--- src/rtl/if_pkg.sv ---
// Shared constants and types for the instruction-fetch stage.
// Optional feature macro used by this slice: IF_EARLY_JUMP_EN.
package if_pkg;

  localparam logic [31:0] NOP_INSTR = 32'h0000_0000;
  localparam logic [31:0] PC_STEP   = 32'd4;
  localparam logic [5:0]  OPC_J     = 6'b000010;

  // Contents of the IF/ID pipeline register.
  typedef struct packed {
    logic        valid;
    logic [31:0] pc;
    logic [31:0] pc4;
    logic [31:0] instr;
  } ifid_t;

  // A bubble carries no instruction and zeroed addresses.
  localparam ifid_t IFID_BUBBLE = '{valid: 1'b0, pc: 32'h0, pc4: 32'h0, instr: NOP_INSTR};

endpackage

--- src/rtl/if_next_pc.sv ---
// Combinational next-PC selection for the fetch stage.
// Priority: redirect, early J (only when IF_EARLY_JUMP_EN is defined), stall, pc + 4.
// Reset is applied by the PC register in the top module, not here.
module if_next_pc
  import if_pkg::*;
(
  input  logic [31:0] pc,
  input  logic        stall,
  input  logic        redirect_valid,
  input  logic [31:0] redirect_pc,
  input  logic        ifid_valid,
  input  logic [31:0] ifid_pc4,
  input  logic [31:0] ifid_instr,
  output logic [31:0] next_pc,
  output logic        early_jump
);

`ifdef IF_EARLY_JUMP_EN
  localparam bit EARLY_JUMP_ON = 1'b1;
`else
  localparam bit EARLY_JUMP_ON = 1'b0;
`endif

  logic [31:0] jump_target;
  logic        jump_hit;

  // Redirect targets are word-aligned by dropping the low bits; only the top
  // nibble of pc4 feeds the J region, the rest is intentionally ignored.
  logic unused_bits;
  assign unused_bits = ^{redirect_pc[1:0], ifid_pc4[27:0]};

  // J target and trigger: a live, unstalled J sitting in IF/ID.
  always_comb begin
    jump_target = {ifid_pc4[31:28], ifid_instr[25:0], 2'b00};
    jump_hit    = EARLY_JUMP_ON && ifid_valid && (ifid_instr[31:26] == OPC_J) && !stall;
  end

  // Priority mux; a redirect always beats an early jump and a stall.
  always_comb begin
    next_pc    = pc + PC_STEP;
    early_jump = 1'b0;
    if (redirect_valid) begin
      next_pc = {redirect_pc[31:2], 2'b00};
    end else if (jump_hit) begin
      next_pc    = jump_target;
      early_jump = 1'b1;
    end else if (stall) begin
      next_pc = pc;
    end
  end

endmodule

--- src/rtl/if_fetch_stage.sv ---
// Instruction-fetch stage: PC register, imem address drive and IF/ID register.
// Optional early J resolution is enabled by defining IF_EARLY_JUMP_EN.
module if_fetch_stage
  import if_pkg::*;
#(
  parameter logic [31:0] RESET_PC = 32'h0000_0000
) (
  input  logic        clk,
  input  logic        rst,
  input  logic        stall,
  input  logic        flush,
  input  logic        redirect_valid,
  input  logic [31:0] redirect_pc,
  output logic [31:0] imem_addr,
  input  logic [31:0] imem_instr,
  output logic        ifid_valid,
  output logic [31:0] ifid_pc,
  output logic [31:0] ifid_pc4,
  output logic [31:0] ifid_instr
);

  // Handshake: ifid_valid high means IF/ID holds a live instruction that
  // decode may consume; there is no ready back-pressure, the hazard unit
  // instead holds the stage with stall and kills the slot with flush.

  logic [31:0] pc_q, pc_d;
  ifid_t       ifid_q, ifid_d;
  logic [31:0] next_pc;
  logic        early_jump;

  if_next_pc u_next_pc (
    .pc             (pc_q),
    .stall          (stall),
    .redirect_valid (redirect_valid),
    .redirect_pc    (redirect_pc),
    .ifid_valid     (ifid_q.valid),
    .ifid_pc4       (ifid_q.pc4),
    .ifid_instr     (ifid_q.instr),
    .next_pc        (next_pc),
    .early_jump     (early_jump)
  );

  // PC follows the selected next-PC every cycle.
  always_comb begin
    pc_d = next_pc;
  end

  // IF/ID: bubble on flush/redirect/early jump, hold on stall, else capture.
  always_comb begin
    ifid_d = ifid_q;
    if (flush || redirect_valid || early_jump) begin
      ifid_d = IFID_BUBBLE;
    end else if (!stall) begin
      ifid_d.valid = 1'b1;
      ifid_d.pc    = pc_q;
      ifid_d.pc4   = pc_q + PC_STEP;
      ifid_d.instr = imem_instr;
    end
  end

  // State registers with synchronous reset.
  always_ff @(posedge clk) begin
    if (rst) begin
      pc_q   <= RESET_PC;
      ifid_q <= IFID_BUBBLE;
    end else begin
      pc_q   <= pc_d;
      ifid_q <= ifid_d;
    end
  end

  assign imem_addr  = pc_q;
  assign ifid_valid = ifid_q.valid;
  assign ifid_pc    = ifid_q.pc;
  assign ifid_pc4   = ifid_q.pc4;
  assign ifid_instr = ifid_q.instr;

endmodule

--- config.mk ---
export PLATFORM = sky130hd
export DESIGN_NAME = if_fetch_stage
export DESIGN_NICKNAME = d
export VERILOG_FILES = /design/src/rtl/if_pkg.sv /design/src/rtl/if_next_pc.sv /design/src/rtl/if_fetch_stage.sv
export SDC_FILE = /design/constraint.sdc
export NUM_CORES = 1
export LEC_CHECK = 0
export ABC_AREA = 1
export ABC_CLOCK_PERIOD_IN_PS = 1500
export CORE_MARGIN = 2
export CORE_UTILIZATION = 45
export DETAILED_ROUTE_END_ITERATION = 8
export PLACE_DENSITY = 0.8
export SYNTH_ARGS = -nofsm -noshare
export SYNTH_HDL_FRONTEND = slang
export SYNTH_SLANG_ARGS = --single-unit
--- constraint.sdc ---
create_clock -name clk -period 1.5 [get_ports clk]
set_input_delay 0.45 -clock clk [delete_from_list [all_inputs] [get_ports clk]]
set_output_delay 0.45 -clock clk [all_outputs]
set_load 0.05 [all_outputs]
==> results.md <==
- 1st-pass router iterations: 5
- Detailed-route via count: approximately 6300
- Setup crit start kind: register
- HP Class: in -> reg
- Clk sinks: between 100 and 150
- GRT Overall Usage: 31.3%
- Vias in the first global route: 6297
- Worst EP required: 1.84 ns
- Final setup skew: 0.00496 ns
- Fmax: 625 MHz
- Largest net degree at the start of global routing: 52
- Hold Worst Slack: between 0.4 and 0.5 ns
- Commonest non-fill, non-tap cells in the layout: nand2_1, buf_12, dfxtp_1, nor2_1, clkdlybuf4s50_1
- Syn Std Cell Area: ~0.0055 mm²
- Die X: 115 µm
- Die height: ~110 µm
- Drt drc: 0
- Clock Root Buffer: clkbuf_16
- Synth cell types: 27
- Clk buf depth: 2
- Number of vias per cell: roughly 5.5
- # IOs: approximately 200
- Max-slew violations: 0
- Fin worst setup slack: -0.100 ns
- Combinational Power Share: roughly 16%
- Yosys Warn Count: 0
- Drt wl/cell: 18.3 µm
- Placer Congestion: 0.904
- Die area: 0.0131 mm²
- Layout cells sized above 1: 33.4%
- #FFs+latches synth: roughly 120
- Post-route ant nets: 0
- Core area: 0.0120 mm²
- RSZ-0062 raised after global routing: true
- Ant diodes: 0
- Post-layout min period: 1.60 ns
- CTS Buf Count: 17
- Post-DP HPWL: 13700 µm
- Int Power: 7.25 mW
- NetSw: 2.49 mW
- First-pass GRT wire length: between 30000 and 40000 µm
- Initial drt markers: 447
- Initial antenna violation count: 0
- Failing checks: setup timing
- Clock power frac: about half
- PortBufs: 189
- Fin crit share: 107%
- Initial core utilization: 46.0%
- Post-CTS Hold Fix Bufs: 0
- Outcome: finished with violations
- Post-synthesis instance total: 773
- Seq/Total Area, Yosys: ~45%
- Final TNS setup: -0.490 ns
- Total global routing overflow: 0
- Post-Syn Area per Cell: 7.12 µm²
- Power density over cell area: between 900 and 1000 mW/mm²
- Clock-pin slew on the worst setup and hold paths: 0.06 ns
- PnR Total Power: between 9 and 10 mW
- LEAKAGE: about 4 nW
- CP endpoint kind: register
- # setup viols final: 12
- # H-tree levels: 4
- CTS tree: yes
- Syn-to-layout area delta: 83.0%
- Layout Nets: roughly 1100
- Util after Layout: 84.2%
- Final wirelength: 21200 µm
- Worst-Skew Late Latency: roughly 0.42 ns
- Sequential share of power: 35.6%
- Commonest non-fill, non-tap cell in the layout: nand2_1
- R2R cell count: 7
- Sw frac: roughly a quarter
- Peak supply drop: 0.928 mV
- Row Count: 40
- Worst Path Max Fanout: 5
- Maxcap violations: 0
- Worst hold path depth: 3
- Fin. Hold Viols: 0
- Worst EP arrival: 1.94 ns
- CP Class: reg -> reg
==> cell type report <==
cell class	instances	area (µm²)
Clock buffer	19	453
Timing Repair Buffer	250	3740
Inverter	51	191
Multi-Input combinational cell	556	2770
Clock inverter	13	220
Tap cell	147	184
Sequential cell	123	2520
Fill cell	608	1890
==> logic make-up after synthesis <==
family	synth area share, %
other	0.0681
AO/OA/AOI/OAI	17.8
flip-flops	44.7
adder cells (fa/ha/maj)	0.227
XOR/XNOR	0.318
AND/OR/NAND/NOR	28.5
buffers and inverters	8.37
==> repair_timing <==
action,4_1_cts,5_1_grt
setup buffers,10,11
hold endpoints to repair,0,0
gates resized for setup,20,55
pin swaps,8,18
setup endpoints to repair,32,64
==> critical path, stage by stage (launching register included) <==
cell and delay (ns):
dfxtp_4 0.39, ha_4 0.17, nand2_4 0.07, nor2_4 0.12, nand2_4 0.11, o21ai_0 0.24, nand3_1 0.19, a21oi_1 0.22
==> registers in the layout, summed over array words and instances (netlist names) <==
signal,cells
ifid_pc4,30
imem_addr,30
ifid_instr,32
ifid_pc,30
ifid_valid,1
==> routing by layer <==
metal | track usage [%] | part of all wire, % | vias up | routed length [µm]
met5 | 0 | 0 | - | 0
met4 | 15.1 | 4.2 | 0 | 884
met3 | 9.95 | 9.5 | 85 | 2020
met2 | 56.1 | 52 | 376 | 11000
met1 | 33.0 | 34 | 2947 | 7310
li1 | - | - | 2909 | -
==> power by group through the flow <==
stage / combinational, mW / clock, mW / sequential, mW
final: 1.57 / 4.70 / 3.47
after CTS: 1.53 / 4.72 / 3.45
after global placement: 1.44 / 0 / 3.51
after global routing: 1.65 / 4.87 / 3.47
after detailed placement: 1.47 / 0 / 3.52
after floorplan: 0.434 / 0 / 3.78
==> synthesized netlist by cell type <==
| master | n | area share [%] |
|---|---|---|
| a21oi_1 | 62 | 5.6 |
| a21oi_2 | 40 | 6.4 |
| a22o_1 | 3 | 0.48 |
| a31oi_1 | 3 | 0.34 |
| and2_1 | 2 | 0.23 |
| buf_2 | 5 | 0.45 |
| buf_4 | 6 | 0.82 |
| buf_6 | 8 | 1.6 |
| clkbuf_1 | 29 | 2.0 |
| conb_1 | 1 | 0.068 |
| dfxtp_1 | 123 | 45 |
| ha_1 | 1 | 0.23 |
| inv_1 | 51 | 3.5 |
| nand2_1 | 233 | 16 |
| nand2_2 | 3 | 0.34 |
| nand3_1 | 38 | 3.5 |
| nand4_1 | 2 | 0.23 |
| nor2_1 | 95 | 6.5 |
| nor2_2 | 3 | 0.34 |
| nor2_4 | 6 | 1.2 |
| nor3_1 | 1 | 0.091 |
| o211ai_1 | 1 | 0.14 |
| o21ai_0 | 42 | 3.8 |
| o21ai_1 | 11 | 1.0 |
| or2_1 | 1 | 0.11 |
| or2_2 | 1 | 0.11 |
| xor2_1 | 2 | 0.32 |
==> through the flow <==
step	instance area, µm²	instances	setup WS, ns
final	10100	1159	-0.100
after detailed placement	9030	1110	-0.340
after global routing	10100	1159	-0.124
after global placement	9030	1110	-0.302
after CTS	9850	1152	-0.00925
after floorplan	5570	778	0.00202
==> final timing paths <==
kind | start | to | slack [ns]
worst max register to register | imem_addr[3]$_SDFFE_PP0P_ | ifid_pc4[18]$_SDFFE_PP0N_ | -0.1
worst min-delay path | stall | ifid_pc4[9]$_SDFFE_PP0N_ | 0.43
worst max-delay path | imem_addr[3]$_SDFFE_PP0P_ | ifid_pc4[18]$_SDFFE_PP0N_ | -0.1
worst min register to register | ifid_pc4[22]$_SDFFE_PP0N_ | ifid_pc4[22]$_SDFFE_PP0N_ | 0.50
Note: power is estimated with default switching activity, not from simulation.
